[config.mk]
export PLATFORM = sky130hd
export DESIGN_NAME = regbank_write_arbiter_flat
export DESIGN_NICKNAME = d
export VERILOG_FILES = /design/src/rtl/regbank_write_arbiter_if.sv /design/src/rtl/regbank_write_arbiter.sv /design/src/flat_wrapper.sv
export SDC_FILE = /design/constraint.sdc
export NUM_CORES = 1
export LEC_CHECK = 0
export CORE_MARGIN = 2
export CORE_UTILIZATION = 25
export CTS_CLUSTER_DIAMETER = 200
export DETAILED_ROUTE_END_ITERATION = 8
export GPL_TIMING_DRIVEN = 0
export HOLD_SLACK_MARGIN = 0.06
export PLACE_DENSITY_LB_ADDON = 0.08
export SLEW_MARGIN = 20
export SYNTH_ARGS = -nofsm -noshare
export SYNTH_HDL_FRONTEND = slang
export SYNTH_SLANG_ARGS = --single-unit
[constraint.sdc]
create_clock -name clk -period 1.2 [get_ports clk]
set_input_delay 0.24 -clock clk [delete_from_list [all_inputs] [get_ports clk]]
set_output_delay 0.24 -clock clk [all_outputs]
set_load 0.05 [all_outputs]
[src/rtl/regbank_write_arbiter_if.sv]
// ----------------------------------------------------------------------------
// regbank_write_arbiter_if
//   Bundles the three requester handshakes (EU, BIU, STR) and the single
//   register-bank write port driven by regbank_write_arbiter.
//
//   Requester side (driven by requesters, read by arbiter):
//     <r>_req, <r>_reg, <r>_data, <r>_size, <r>_hl   for r in {eu, biu, str}
//     eu_lock                                        EU exclusive-access hint
//   Arbiter side (driven by arbiter):
//     eu_ack, biu_ack, str_ack                       one-cycle write-done pulses
//     en_write, reg_write, write_data, size,
//     select_high_low                                bank write port
//     busy                                           arbiter not idle
//
//   Modports: master = requester/bank view, slave = arbiter view.
// ----------------------------------------------------------------------------
interface regbank_write_arbiter_if #(
    parameter int unsigned REG_IDX_W = 4,
    parameter int unsigned DATA_W    = 16
);
    logic                 eu_req;
    logic                 biu_req;
    logic                 str_req;
    logic [REG_IDX_W-1:0] eu_reg;
    logic [REG_IDX_W-1:0] biu_reg;
    logic [REG_IDX_W-1:0] str_reg;
    logic [DATA_W-1:0]    eu_data;
    logic [DATA_W-1:0]    biu_data;
    logic [DATA_W-1:0]    str_data;
    logic                 eu_size;
    logic                 biu_size;
    logic                 str_size;
    logic                 eu_hl;
    logic                 biu_hl;
    logic                 str_hl;
    logic                 eu_lock;

    logic                 eu_ack;
    logic                 biu_ack;
    logic                 str_ack;
    logic                 en_write;
    logic [REG_IDX_W-1:0] reg_write;
    logic [DATA_W-1:0]    write_data;
    logic                 size;
    logic                 select_high_low;
    logic                 busy;

    modport master (
        output eu_req, biu_req, str_req,
        output eu_reg, biu_reg, str_reg,
        output eu_data, biu_data, str_data,
        output eu_size, biu_size, str_size,
        output eu_hl, biu_hl, str_hl,
        output eu_lock,
        input  eu_ack, biu_ack, str_ack,
        input  en_write, reg_write, write_data, size, select_high_low, busy
    );

    modport slave (
        input  eu_req, biu_req, str_req,
        input  eu_reg, biu_reg, str_reg,
        input  eu_data, biu_data, str_data,
        input  eu_size, biu_size, str_size,
        input  eu_hl, biu_hl, str_hl,
        input  eu_lock,
        output eu_ack, biu_ack, str_ack,
        output en_write, reg_write, write_data, size, select_high_low, busy
    );
endinterface

[src/rtl/regbank_write_arbiter.sv]
// ----------------------------------------------------------------------------
// regbank_write_arbiter
//   Sequences the single write port of the 8088 register bank among the
//   execution unit (EU), bus interface unit (BIU) and string unit (STR).
//   A grant is latched in IDLE and performed in the following WRITE cycle,
//   giving one write every two cycles. The EU may hold eu_lock to keep the
//   port across up to LOCK_MAX consecutive writes; after a full-length lock
//   run the EU sits out one arbitration so other requesters are not starved.
//
// Ports:
//   clk    rising-edge clock
//   reset  asynchronous active-low reset
//   bus    regbank_write_arbiter_if.slave: requester handshakes + write port
//
// Configuration:
//   ARB_ROUND_ROBIN_EN  defined: round-robin EU->BIU->STR arbitration in IDLE.
//                       undefined: fixed priority EU > BIU > STR.
// ----------------------------------------------------------------------------
module regbank_write_arbiter #(
    parameter int unsigned REG_IDX_W = 4,
    parameter int unsigned DATA_W    = 16,
    parameter int unsigned LOCK_MAX  = 4
) (
    input  logic                    clk,
    input  logic                    reset,
    regbank_write_arbiter_if.slave  bus
);

    typedef enum logic [1:0] {
        StIdle,
        StWrite,
        StLock
    } state_e;

    state_e               r_state,      w_state_d;
    logic [3:0]           r_lock_cnt,   w_lock_cnt_d;
    logic                 r_skip_eu,    w_skip_eu_d;
    logic                 r_win_eu,     w_win_eu_d;
    logic                 r_en_write,   w_en_write_d;
    logic                 r_eu_ack,     w_eu_ack_d;
    logic                 r_biu_ack,    w_biu_ack_d;
    logic                 r_str_ack,    w_str_ack_d;
    logic [REG_IDX_W-1:0] r_reg,        w_reg_d;
    logic [DATA_W-1:0]    r_data,       w_data_d;
    logic                 r_size,       w_size_d;
    logic                 r_hl,         w_hl_d;
`ifdef ARB_ROUND_ROBIN_EN
    logic [1:0]           r_rr,         w_rr_d;     // 0: EU, 1: BIU, 2: STR first
`endif

    logic       w_any_req;
    logic [2:0] w_req;      // {STR, BIU, EU} eligible this arbitration
    logic [2:0] w_gnt;      // one-hot winner

    assign w_any_req = bus.eu_req | bus.biu_req | bus.str_req;
    assign w_req     = {bus.str_req, bus.biu_req, bus.eu_req & ~r_skip_eu};

`ifdef ARB_ROUND_ROBIN_EN
    always_comb begin
        w_gnt = 3'b000;
        unique case (r_rr)
            2'd0: begin
                if      (w_req[0]) w_gnt[0] = 1'b1;
                else if (w_req[1]) w_gnt[1] = 1'b1;
                else if (w_req[2]) w_gnt[2] = 1'b1;
            end
            2'd1: begin
                if      (w_req[1]) w_gnt[1] = 1'b1;
                else if (w_req[2]) w_gnt[2] = 1'b1;
                else if (w_req[0]) w_gnt[0] = 1'b1;
            end
            default: begin
                if      (w_req[2]) w_gnt[2] = 1'b1;
                else if (w_req[0]) w_gnt[0] = 1'b1;
                else if (w_req[1]) w_gnt[1] = 1'b1;
            end
        endcase
    end
`else
    assign w_gnt[0] = w_req[0];
    assign w_gnt[1] = w_req[1] & ~w_req[0];
    assign w_gnt[2] = w_req[2] & ~(|w_req[1:0]);
`endif

    always_comb begin
        w_state_d    = r_state;
        w_lock_cnt_d = r_lock_cnt;
        w_skip_eu_d  = r_skip_eu;
        w_win_eu_d   = r_win_eu;
        w_en_write_d = 1'b0;
        w_eu_ack_d   = 1'b0;
        w_biu_ack_d  = 1'b0;
        w_str_ack_d  = 1'b0;
        w_reg_d      = '0;
        w_data_d     = '0;
        w_size_d     = 1'b0;
        w_hl_d       = 1'b0;
`ifdef ARB_ROUND_ROBIN_EN
        w_rr_d       = r_rr;
`endif
        unique case (r_state)
            StIdle: begin
                if (w_any_req) begin
                    // Any arbitration consumes the skip, even if EU was the only requester.
                    w_skip_eu_d = 1'b0;
                    if (|w_gnt) begin
                        w_state_d    = StWrite;
                        w_en_write_d = 1'b1;
                        w_win_eu_d   = w_gnt[0];
                        unique case (1'b1)
                            w_gnt[0]: begin
                                w_eu_ack_d = 1'b1;
                                w_reg_d    = bus.eu_reg;
                                w_data_d   = bus.eu_data;
                                w_size_d   = bus.eu_size;
                                w_hl_d     = bus.eu_hl;
                            end
                            w_gnt[1]: begin
                                w_biu_ack_d = 1'b1;
                                w_reg_d     = bus.biu_reg;
                                w_data_d    = bus.biu_data;
                                w_size_d    = bus.biu_size;
                                w_hl_d      = bus.biu_hl;
                            end
                            w_gnt[2]: begin
                                w_str_ack_d = 1'b1;
                                w_reg_d     = bus.str_reg;
                                w_data_d    = bus.str_data;
                                w_size_d    = bus.str_size;
                                w_hl_d      = bus.str_hl;
                            end
                            default: ;
                        endcase
`ifdef ARB_ROUND_ROBIN_EN
                        // Only IDLE grants move the pointer; lock continuations do not.
                        w_rr_d = w_gnt[0] ? 2'd1 : (w_gnt[1] ? 2'd2 : 2'd0);
`endif
                    end
                end
            end
            StWrite: begin
                if (r_win_eu && bus.eu_lock) begin
                    if (32'(r_lock_cnt) + 32'd1 < LOCK_MAX) begin
                        w_state_d    = StLock;
                        w_lock_cnt_d = r_lock_cnt + 4'd1;
                    end else begin
                        w_state_d    = StIdle;
                        w_lock_cnt_d = 4'd0;
                        w_skip_eu_d  = 1'b1;
                    end
                end else begin
                    w_state_d    = StIdle;
                    w_lock_cnt_d = 4'd0;
                end
            end
            StLock: begin
                // Continuation requires both req and lock; otherwise the lock is released.
                if (bus.eu_req && bus.eu_lock) begin
                    w_state_d    = StWrite;
                    w_en_write_d = 1'b1;
                    w_win_eu_d   = 1'b1;
                    w_eu_ack_d   = 1'b1;
                    w_reg_d      = bus.eu_reg;
                    w_data_d     = bus.eu_data;
                    w_size_d     = bus.eu_size;
                    w_hl_d       = bus.eu_hl;
                end else begin
                    w_state_d    = StIdle;
                    w_lock_cnt_d = 4'd0;
                end
            end
            default: begin
                w_state_d    = StIdle;
                w_lock_cnt_d = 4'd0;
            end
        endcase
    end

    always_ff @(posedge clk or negedge reset) begin
        if (!reset) begin
            r_state    <= StIdle;
            r_lock_cnt <= 4'd0;
            r_skip_eu  <= 1'b0;
            r_win_eu   <= 1'b0;
            r_en_write <= 1'b0;
            r_eu_ack   <= 1'b0;
            r_biu_ack  <= 1'b0;
            r_str_ack  <= 1'b0;
            r_reg      <= '0;
            r_data     <= '0;
            r_size     <= 1'b0;
            r_hl       <= 1'b0;
`ifdef ARB_ROUND_ROBIN_EN
            r_rr       <= 2'd0;
`endif
        end else begin
            r_state    <= w_state_d;
            r_lock_cnt <= w_lock_cnt_d;
            r_skip_eu  <= w_skip_eu_d;
            r_win_eu   <= w_win_eu_d;
            r_en_write <= w_en_write_d;
            r_eu_ack   <= w_eu_ack_d;
            r_biu_ack  <= w_biu_ack_d;
            r_str_ack  <= w_str_ack_d;
            r_reg      <= w_reg_d;
            r_data     <= w_data_d;
            r_size     <= w_size_d;
            r_hl       <= w_hl_d;
`ifdef ARB_ROUND_ROBIN_EN
            r_rr       <= w_rr_d;
`endif
        end
    end

    assign bus.en_write        = r_en_write;
    assign bus.reg_write       = r_reg;
    assign bus.write_data      = r_data;
    assign bus.size            = r_size;
    assign bus.select_high_low = r_hl;
    assign bus.eu_ack          = r_eu_ack;
    assign bus.biu_ack         = r_biu_ack;
    assign bus.str_ack         = r_str_ack;
    assign bus.busy            = (r_state != StIdle);

endmodule

[src/flat_wrapper.sv]
// flat-port wrapper written by rule: the top's interface ports become plain ports
module regbank_write_arbiter_flat 
#(
    parameter int unsigned REG_IDX_W = 4,
    parameter int unsigned DATA_W    = 16,
    parameter int unsigned LOCK_MAX  = 4
)
  (clk, reset, bus_eu_req, bus_biu_req, bus_str_req, bus_eu_reg, bus_biu_reg, bus_str_reg, bus_eu_data, bus_biu_data, bus_str_data, bus_eu_size, bus_biu_size, bus_str_size, bus_eu_hl, bus_biu_hl, bus_str_hl, bus_eu_lock, bus_eu_ack, bus_biu_ack, bus_str_ack, bus_en_write, bus_reg_write, bus_write_data, bus_size, bus_select_high_low, bus_busy);
  regbank_write_arbiter_if #(.REG_IDX_W(REG_IDX_W), .DATA_W(DATA_W)) bus_i ();
  input  logic clk;
  input  logic reset;
  input wire logic [$bits(bus_i.eu_req)-1:0] bus_eu_req;
  input wire logic [$bits(bus_i.biu_req)-1:0] bus_biu_req;
  input wire logic [$bits(bus_i.str_req)-1:0] bus_str_req;
  input wire logic [$bits(bus_i.eu_reg)-1:0] bus_eu_reg;
  input wire logic [$bits(bus_i.biu_reg)-1:0] bus_biu_reg;
  input wire logic [$bits(bus_i.str_reg)-1:0] bus_str_reg;
  input wire logic [$bits(bus_i.eu_data)-1:0] bus_eu_data;
  input wire logic [$bits(bus_i.biu_data)-1:0] bus_biu_data;
  input wire logic [$bits(bus_i.str_data)-1:0] bus_str_data;
  input wire logic [$bits(bus_i.eu_size)-1:0] bus_eu_size;
  input wire logic [$bits(bus_i.biu_size)-1:0] bus_biu_size;
  input wire logic [$bits(bus_i.str_size)-1:0] bus_str_size;
  input wire logic [$bits(bus_i.eu_hl)-1:0] bus_eu_hl;
  input wire logic [$bits(bus_i.biu_hl)-1:0] bus_biu_hl;
  input wire logic [$bits(bus_i.str_hl)-1:0] bus_str_hl;
  input wire logic [$bits(bus_i.eu_lock)-1:0] bus_eu_lock;
  output wire logic [$bits(bus_i.eu_ack)-1:0] bus_eu_ack;
  output wire logic [$bits(bus_i.biu_ack)-1:0] bus_biu_ack;
  output wire logic [$bits(bus_i.str_ack)-1:0] bus_str_ack;
  output wire logic [$bits(bus_i.en_write)-1:0] bus_en_write;
  output wire logic [$bits(bus_i.reg_write)-1:0] bus_reg_write;
  output wire logic [$bits(bus_i.write_data)-1:0] bus_write_data;
  output wire logic [$bits(bus_i.size)-1:0] bus_size;
  output wire logic [$bits(bus_i.select_high_low)-1:0] bus_select_high_low;
  output wire logic [$bits(bus_i.busy)-1:0] bus_busy;
  assign bus_i.eu_req = bus_eu_req;
  assign bus_i.biu_req = bus_biu_req;
  assign bus_i.str_req = bus_str_req;
  assign bus_i.eu_reg = bus_eu_reg;
  assign bus_i.biu_reg = bus_biu_reg;
  assign bus_i.str_reg = bus_str_reg;
  assign bus_i.eu_data = bus_eu_data;
  assign bus_i.biu_data = bus_biu_data;
  assign bus_i.str_data = bus_str_data;
  assign bus_i.eu_size = bus_eu_size;
  assign bus_i.biu_size = bus_biu_size;
  assign bus_i.str_size = bus_str_size;
  assign bus_i.eu_hl = bus_eu_hl;
  assign bus_i.biu_hl = bus_biu_hl;
  assign bus_i.str_hl = bus_str_hl;
  assign bus_i.eu_lock = bus_eu_lock;
  assign bus_eu_ack = bus_i.eu_ack;
  assign bus_biu_ack = bus_i.biu_ack;
  assign bus_str_ack = bus_i.str_ack;
  assign bus_en_write = bus_i.en_write;
  assign bus_reg_write = bus_i.reg_write;
  assign bus_write_data = bus_i.write_data;
  assign bus_size = bus_i.size;
  assign bus_select_high_low = bus_i.select_high_low;
  assign bus_busy = bus_i.busy;
  regbank_write_arbiter #(.REG_IDX_W(REG_IDX_W), .DATA_W(DATA_W), .LOCK_MAX(LOCK_MAX)) u_core (.clk(clk), .reset(reset), .bus(bus_i));
endmodule
==> results of run 1 <==
## area by class of cell
type | instances | area (um^2)
fillers | 627 | 3400
repair buffers | 119 | 1080
flip-flops and latches | 34 | 851
multi-input cells | 103 | 767
plain buffers | 9 | 113
well taps | 77 | 96.3
clock buffers | 6 | 82.6
## synth_stat cells, types with 4 or more instances
cell	n
dfrtp_1	34
a21oi_1	4
o21ai_0	5
nand2_1	24
nor2_1	5
a22oi_1	22
o21ai_2	20
## where the power goes
part | internal [mW] | total, mW | switching, mW
combinational | 1.29 | 3.06 | 1.78
sequential | 1.43 | 1.53 | 0.104
clock | 0.442 | 0.830 | 0.387
## cells by family after synthesis
| family | after synthesis |
|---|---|
| and+or+nand+nor | 43 |
| buffers and inverters | 10 |
| DFF | 34 |
| muxes | 1 |
| adders and majority gates | 1 |
| AOI/OAI and AO/OA | 58 |
## critical path, cell delays in order, from the launching register on
cell and delay [ps]:
dfrtp_1 430, or2_4 300, buf_12 140, nor2_8 140
nand2_8 90, buf_12 150, o21ai_2 110
## registers in the layout, indices dropped and copies added (netlist names)
| name | cells |
|---|---|
| u_core.bus.write_data | 16 |
| u_core.bus.reg_write | 4 |
| u_core.r_lock_cnt | 4 |
| u_core.r_state | 2 |
| u_core.bus.biu_ack | 1 |
| u_core.bus.en_write | 1 |
| u_core.bus.eu_ack | 1 |
| u_core.bus.select_high_low | 1 |
| u_core.bus.size | 1 |
| u_core.bus.str_ack | 1 |
| u_core.r_skip_eu | 1 |
| u_core.r_win_eu | 1 |
## routing by layer
metal  wire length (um)  GRT usage
met1               2160      0.173
met2               2620      0.249
met3                382     0.0433
met4                 68     0.0375
met5                  0          0
## repair_timing
action	CTS	global route
hold buffers	1	0
gates cloned	1	1
setup endpoints to repair	57	35
endpoints found under the hold margin	34	0
buffers inserted	15	3
pin swaps	12	7
gates resized for setup	159	7
## stage by stage
step	worst slack [ps]	utilization	total power, mW	instance area [um^2]	hold WS (ps)
floorplan	-87.9	-	3.27	1680	-55.6
global placement	-929	0.431	4.21	2750	477
detailed placement	-602	0.433	4.23	2770	70.8
CTS	-254	0.457	5.33	2920	316
global route	-267	0.468	5.73	2990	324
finish	-228	0.468	5.42	2990	316
## layout by cell type, fill, tap and decap left out, types with 2 or more instances in the layout
| cell type | n |
|---|---|
| a21oi_1 | 2 |
| a21oi_4 | 2 |
| a22oi_1 | 22 |
| and2_1 | 2 |
| and2_4 | 2 |
| buf_12 | 4 |
| buf_2 | 27 |
| buf_4 | 12 |
| buf_6 | 9 |
| clkbuf_8 | 7 |
| clkdlybuf4s50_1 | 69 |
| dfrtp_1 | 34 |
| dlymetal6s2s_1 | 2 |
| nand2_1 | 22 |
| nand2_2 | 2 |
| nor2_1 | 5 |
| o21ai_2 | 22 |
| o21bai_1 | 2 |
| or2_4 | 2 |
## worst paths after layout
path                                           start                          to  slack [ps]  cells after the start
worst max register to register     u_core.r_state[0]  u_core.bus.select_high_low        -230                      6
worst max-delay path               u_core.r_state[0]  u_core.bus.select_high_low        -230                      6
worst min-delay path                           reset           u_core.bus.eu_ack         320                      2
min in group clk                         bus_biu_req           u_core.r_state[0]         350                      3
max in group asynchronous                      reset            u_core.r_skip_eu         500                      3
worst min register to register  u_core.r_lock_cnt[3]           u_core.r_state[1]         480                      1
==> impl_metrics.tcl, run 1 <==
set metrics [dict create \
    run_status "finished with violations" \
    violations "setup timing" \
    drv.max_cap_violation_count 0 \
    fin_crit_sh 1.19 \
    power-per-cell-area_mw_per_mm2 1810 \
    final_antenna_net_count 0 \
    tritoncts_num_sinks 34 \
    clock_tree.buffer_depth 2 \
    yosys.area.top_type_share 0.512 \
    placedCellCount 322 \
    grt_max_degree 31 \
    p_leak_nw 1.37 \
    synth-adder-area-share 0.00752 \
    clk-insertion-delay-late_ps 280 \
    place_congestion 0.733 \
    core_region_area_mm2 0.00639 \
    vias_per_cell 4.56 \
    rows 29 \
    layout-drive-gt1-share 0.376 \
    numCtsBuffers 5 \
    number_of_synthesized_flops_with_an_enable_pin 0 \
    syn_to_final_growth_pct 79.8 \
    cts_root_buffer "clkbuf_8" \
    fin_crit_ps 1430 \
    routed_wl_mm 5.22 \
    finalSetupViolCount 32 \
    power.ir.vdd_worst_mv 0.782 \
    pin_count 99 \
    synth_largest_area_cell "dfrtp_1" \
    first_global_vias 1722 \
    rsz0062_at_grt "yes" \
    ys_async_sr_fraction 1.00 \
    summed_instance_area_of_the_synthesized_netlist_mm2 0.00166 \
    ys_seq_elements 34 \
    synthesis.nets 220 \
    grt_antenna_before_repair 0 \
    dieArea_mm2 0.00732 \
    drt-initial-drc-count 49 \
    synth_top_family_by_area "compound AO/OA/AOI/OAI gates" \
    synth_flop_cell "dfrtp_1" \
    setup_tns_ps -5780 \
    timing.clock.skew_ps 4.92 \
    insertedDiodeCount 0 \
    synthTopCellsByArea "dfrtp_1 51%, o21ai_2 11%, a22oi_1 9.9%" \
    globalRoute.totalOverflow 0 \
    cts_tree "yes" \
    fp.dieH_um 85.6 \
    timing.final.max_slew_violations 0 \
    syn_area_per_cell_um2 11.3 \
    timing.critical_path.arrival_ps 1640 \
    post_drt_wl_per_cell_um 15.0 \
    synthMuxAreaShare 0.00677 \
    cts_htree_levels 2 \
    grt_use_total 0.143 \
    dr.pass1.iters 4 \
    yosys.area_share.simple 0.135 \
    io_port_bufs 97 \
    synth_xor_xnor_area_share 0 \
    critPathCaptureType "register" \
    min_path_type "in2async" \
    fmax_ghz 0.700 \
    critical_path.max_fanout 10 \
    final_net_count 345 \
    die_width_um 85.6 \
    grt_first_pass_wirelength_mm 8.09 \
    setup_slack_ps -228 \
    routed-via-count 1586 \
    tightest_slew_ps 429 \
    fin_cells 348 \
    post-route-drc-count 0 \
    netlist-cell-type-count 32 \
    critical_path_required_ps 1410 \
    yosysWarnings 0 \
    place_hpwl_mm 3.61 \
    initial_cell_density_of_the_core 0.260 \
    critPathKind "reg2reg" \
    cts.reportedPaths.clkPinSlew_ps 70 \
    timing.final.hold_violations 0 \
    relSlewSlack 0.713 \
    synth-compound-area-share 0.270 \
    syn_inst 147 \
    sequential_fraction_of_the_synthesis_area 0.512 \
    startpoint_type "register" \
]
Note: power is estimated with default switching activity, not from simulation.
==> run 2: changes to the inputs <==
- CORE_UTILIZATION: 25 -> 34
==> run 2 against run 1 <==
Compared with the run above: the flow still finishes with violations (setup timing); critical path depth down 3; final cell count is 3.2% lower; clock power grew 4.7%; sequential share of layout area down 0.24 points; setup slack got worse by 32 ps; utilization increased by 17 points; combinational power hardly changed; non-clock buffer count is 3 lower; first-iteration DRC count is 18% lower.
==> impl_metrics.tcl, run 2 (synthesis gave the netlist of run 1 again) <==
set metrics [dict create \
    critPathKind "reg2out" \
    place_congestion 0.835 \
    grt_antenna_before_repair 0 \
    utilization 0.638 \
    critical_path_required_ps 960 \
    worstRegToRegCells 6 \
    fin_crit_ps 1460 \
    detailed_place.area_mm2 0.00276 \
    critical_path.cell_chain "or2_1 -> buf_6 -> buf_8" \
    layout-drive-gt1-share 0.370 \
    largest_register_ffs 16 \
    insertedDiodeCount 0 \
    power.ir.vdd_worst_mv 0.813 \
    tightest_slew_ps 432 \
    rows 25 \
    tritoncts_num_sinks 34 \
    fin_cells 337 \
    place_hpwl_mm 3.36 \
    timing.final.max_slew_violations 0 \
    cts.reportedPaths.clkPinSlew_ps 70 \
    grt_max_degree 19 \
    critPathCaptureType "primary output" \
    first_global_vias 1497 \
    relSlewSlack 0.712 \
    vias_per_cell 4.63 \
    layout_commonest_cell "clkdlybuf4s50_1" \
    worstHoldPathCells 3 \
    p_leak_nw 1.39 \
    pin_count 99 \
    cts_root_buffer "clkbuf_8" \
    clock_tree.buffer_depth 2 \
    initial_cell_density_of_the_core 0.352 \
    clk-insertion-delay-late_ps 280 \
    fin_crit_sh 1.22 \
    cts_htree_levels 2 \
    setup_tns_ps -4530 \
    io_port_bufs 97 \
    final_antenna_net_count 0 \
    timing.clock.skew_ps 6.17 \
    post_drt_wl_per_cell_um 14.4 \
    finalSetupViolCount 31 \
    violations "setup timing" \
    dr.pass1.iters 4 \
    globalRoute.totalOverflow 0 \
    run_status "finished with violations" \
    grt_first_pass_wirelength_mm 7.02 \
    min_path_type "in2reg" \
    rsz0062_at_grt "yes" \
    finalHoldWorstSlack_ps 354 \
    drv.max_cap_violation_count 0 \
    startpoint_type "register" \
    fmax_ghz 0.685 \
    setup_slack_ps -260 \
    dieArea_mm2 0.00547 \
    timing.critical_path.slowest_stage_cell "dfrtp_1" \
    die_width_um 73.9 \
    drt-initial-drc-count 40 \
    critical_path.max_fanout 4 \
    core_region_area_mm2 0.00472 \
    p_total_mw 5.47 \
    timing.final.hold_violations 0 \
    post-route-drc-count 0 \
    routed-via-count 1561 \
    numCtsBuffers 5 \
    placedCellCount 312 \
    worst_path_largest_cell_delay_ps 410 \
    fp.dieH_um 73.9 \
    routed_wl_mm 4.85 \
    cts_tree "yes" \
    grt_use_total 0.174 \
    syn_to_final_growth_pct 81.3 \
    power-per-cell-area_mw_per_mm2 1810 \
    design_area_mm2 0.00302 \
    final_net_count 342 \
    timing.critical_path.arrival_ps 1220 \
    layout.filler_cells 394 \
    pre_cts_ws_ps -646 \
    layout.cells.most_common_list "68 x clkdlybuf4s50_1, 34 x dfrtp_1, 27 x buf_2" \
]
[run 2: cell count changes in the layout (fill, tap and decap cells not counted), sizes merged]
cell           before  now
buf                53   51
clkdlybuf4s50      69   68
clkinv              0    1
dlygate4sd2         0    1
[run 2: worst max-delay path, delay by kind of cell (launching register included)]
family | cells | cell delay (ps)
buffers and inverters | 2 | 280
flip-flops | 1 | 410
AND/OR/NAND/NOR | 1 | 230
[run 2: cell type report]
cell class,count,area (um^2),area share
multi-input cells,103,767,0.254
repair buffers,115,1090,0.362
well taps,67,83.8,0.0278
clock inverters,1,5.00,0.00166
plain buffers,10,131,0.0436
clock buffers,7,86.3,0.0286
flip-flops and latches,34,851,0.282
[run 2: timing repair]
item                       4_1_cts  5_1_grt
gates cloned                     3        1
gates resized for setup        159        5
buffers inserted                10        3
hold endpoints to repair        16        0
hold buffers                     1        0
pin swaps                        5        3
setup endpoints to repair       56       34
[run 2: final timing paths]
| check | from | end | slack, ps |
|---|---|---|---|
| min in group asynchronous | reset | u_core.r_state[0] | 420 |
| min reg2reg | u_core.r_lock_cnt[2] | u_core.r_lock_cnt[2] | 550 |
| max | u_core.r_state[1] | bus_busy | -260 |
| max reg2reg | u_core.r_state[1] | u_core.bus.write_data[11] | -180 |
| max in group asynchronous | reset | u_core.bus.select_high_low | 340 |
| min | bus_biu_req | u_core.bus.en_write | 350 |
[run 2: metal layers]
layer  share of wire  track usage
met5               0            0
met1            0.40        0.209
met4          0.0095       0.0626
met2            0.52        0.292
met3           0.072       0.0596
[run 2: power breakdown]
| group | total, mW | switching (mW) | internal, mW |
|---|---|---|---|
| logic | 3.09 | 1.78 | 1.31 |
| registers | 1.52 | 0.0913 | 1.43 |
| clock network | 0.869 | 0.406 | 0.463 |
==> run 3: changes to the inputs <==
- SLEW_MARGIN: 20 -> default
==> run 3 against run 2 <==
Compared with the run above: the run still ends with setup timing left; non-clock buffer count rose by 3; register-to-register slack got worse by 50 ps; first-iteration DRC count rose by 120%; final cell count rose by 0.89%; final area rose by 0.62%; sequential share of layout area fell by 0.13 points; critical path depth did not move; die area did not move; clock power fell by 1%; worst hold slack got worse by 4.8 ps; power rose by 0.42%.
==> impl_metrics.tcl, run 3 (synthesis gave the netlist of run 1 again) <==
set metrics [dict create \
    fin_crit_ps 1450 \
    timing.clock.skew_ps 5.65 \
    timing.reg2reg.setup_slack_ps -230 \
    setup_slack_ps -248 \
    p_total_mw 5.50 \
    io_port_bufs 97 \
    globalRoute.totalOverflow 0 \
    pre_cts_ws_ps -659 \
    cts_htree_levels 2 \
    worstReg2RegEnd "u_core.bus.write_data[0]" \
    insertedDiodeCount 0 \
    fin_crit_sh 1.21 \
    core_region_area_mm2 0.00472 \
    detailed_place.area_mm2 0.00273 \
    p_leak_nw 1.41 \
    hold-path-endpoint "u_core.r_state[0]" \
    critPathCaptureType "primary output" \
    dr.pass1.iters 4 \
    timing.final.hold_violations 0 \
    post-route-drc-count 0 \
    critical_path.max_fanout 5 \
    pin_count 99 \
    cts_root_buffer "clkbuf_8" \
    layout-drive-gt1-share 0.418 \
    timing.final.max_slew_violations 0 \
    place_hpwl_mm 3.29 \
    numCtsBuffers 5 \
    routed-via-count 1594 \
    timing.critical_path.arrival_ps 1210 \
    critical_path_required_ps 960 \
    power.ir.vdd_worst_mv 0.758 \
    grt_use_total 0.180 \
    design_area_mm2 0.00303 \
    final_antenna_net_count 0 \
    min_path_type "in2reg" \
    critPathKind "reg2out" \
    dieArea_mm2 0.00547 \
    finalSetupViolCount 30 \
    layout.filler_cells 393 \
    clk-insertion-delay-late_ps 280 \
    run_status "finished with violations" \
    post_drt_wl_per_cell_um 14.2 \
    place_congestion 0.835 \
    layout.cells.most_common_list "68 x clkdlybuf4s50_1, 33 x dfrtp_1, 27 x buf_2" \
    reg2reg_from "u_core.r_state[1]" \
    violations "setup timing" \
    cts.reportedPaths.clkPinSlew_ps 70 \
    drt-initial-drc-count 88 \
    syn_to_final_growth_pct 82.5 \
    fp.dieH_um 73.9 \
    routed_wl_mm 4.83 \
    rsz0062_at_grt "yes" \
    die_width_um 73.9 \
    power-per-cell-area_mw_per_mm2 1810 \
    clock_tree.buffer_depth 2 \
    largest_register_ffs 16 \
    layout_commonest_cell "clkdlybuf4s50_1" \
    grt_first_pass_wirelength_mm 7.29 \
    drv.max_cap_violation_count 0 \
    tightest_slew_ps 474 \
    cts_tree "yes" \
    setup_tns_ps -5900 \
    worstRegToRegCells 7 \
    final_net_count 345 \
    startpoint_type "register" \
    tritoncts_num_sinks 34 \
    vias_per_cell 4.69 \
    grt_max_degree 35 \
    rows 25 \
    initial_cell_density_of_the_core 0.352 \
    first_global_vias 1575 \
    hp-start "bus_biu_req" \
    grt_antenna_before_repair 0 \
    fmax_ghz 0.691 \
    relSlewSlack 0.684 \
    worstHoldPathCells 3 \
]
==> run 3: what timing repair did <==
action / in CTS / in global routing
gates resized for setup: 168 / 14
setup buffers: 14 / 4
pin swaps: 4 / 5
endpoints found under the hold margin: 12 / 0
gates cloned: 4 / 0
endpoints found under the setup margin: 57 / 67
hold buffers: 1 / 0
==> run 3: layer usage <==
layer  vias to the layer above  track usage  wire (um)
li1                        777            -          -
met1                       744        0.223       1970
met2                        68        0.299       2440
met3                         5       0.0542        376
met4                         0       0.0626         43
met5                         -            0          0
==> run 3: stage by stage <==
step | hold WS, ps | std cells | util
6_report | 349 | 340 | 0.642
5_1_grt | 360 | 340 | 0.642
3_3_place_gp | 476 | 311 | 0.580
4_1_cts | 341 | 338 | 0.633
3_5_place_dp | 362 | 311 | 0.579
2_1_floorplan | -55.6 | 147 | -
==> run 3: power by group <==
part / switching, mW / total (mW) / leakage [nW] / internal, mW
Sequential: 0.0925 / 1.52 / 0.448 / 1.43
Combinational: 1.80 / 3.12 / 0.913 / 1.31
Clock: 0.397 / 0.860 / 0.0482 / 0.463
==> run 3: worst max path at each step <==
stage | startpoint | end | slack, ps | cells after the start
2_1_floorplan | u_core.r_lock_cnt[0] | u_core.r_lock_cnt[0] | -90 | 5
5_1_grt | u_core.r_state[1] | u_core.bus.write_data[0] | -300 | 7
3_5_place_dp | bus_str_req | u_core.bus.write_data[15] | -660 | 5
3_3_place_gp | reset | u_core.bus.select_high_low | -890 | 1
6_report | u_core.r_state[1] | bus_busy | -250 | 3
4_1_cts | u_core.r_state[1] | bus_busy | -260 | 3
==> run 3: worst max-delay path, cell delays in order (launching register included) <==
cell and delay (ps):
dfrtp_2 420, or2_1 220, buf_6 140, buf_8 150
==> run 3: layout make-up <==
cell class / count / area, um^2 / share of cell area
flip-flops and latches: 34 / 852 / 0.281
repair buffers: 118 / 1100 / 0.362
clock inverters: 1 / 5.00 / 0.00165
plain buffers: 10 / 129 / 0.0425
clock buffers: 7 / 86.3 / 0.0285
multi-input cells: 103 / 781 / 0.257
well taps: 67 / 83.8 / 0.0276
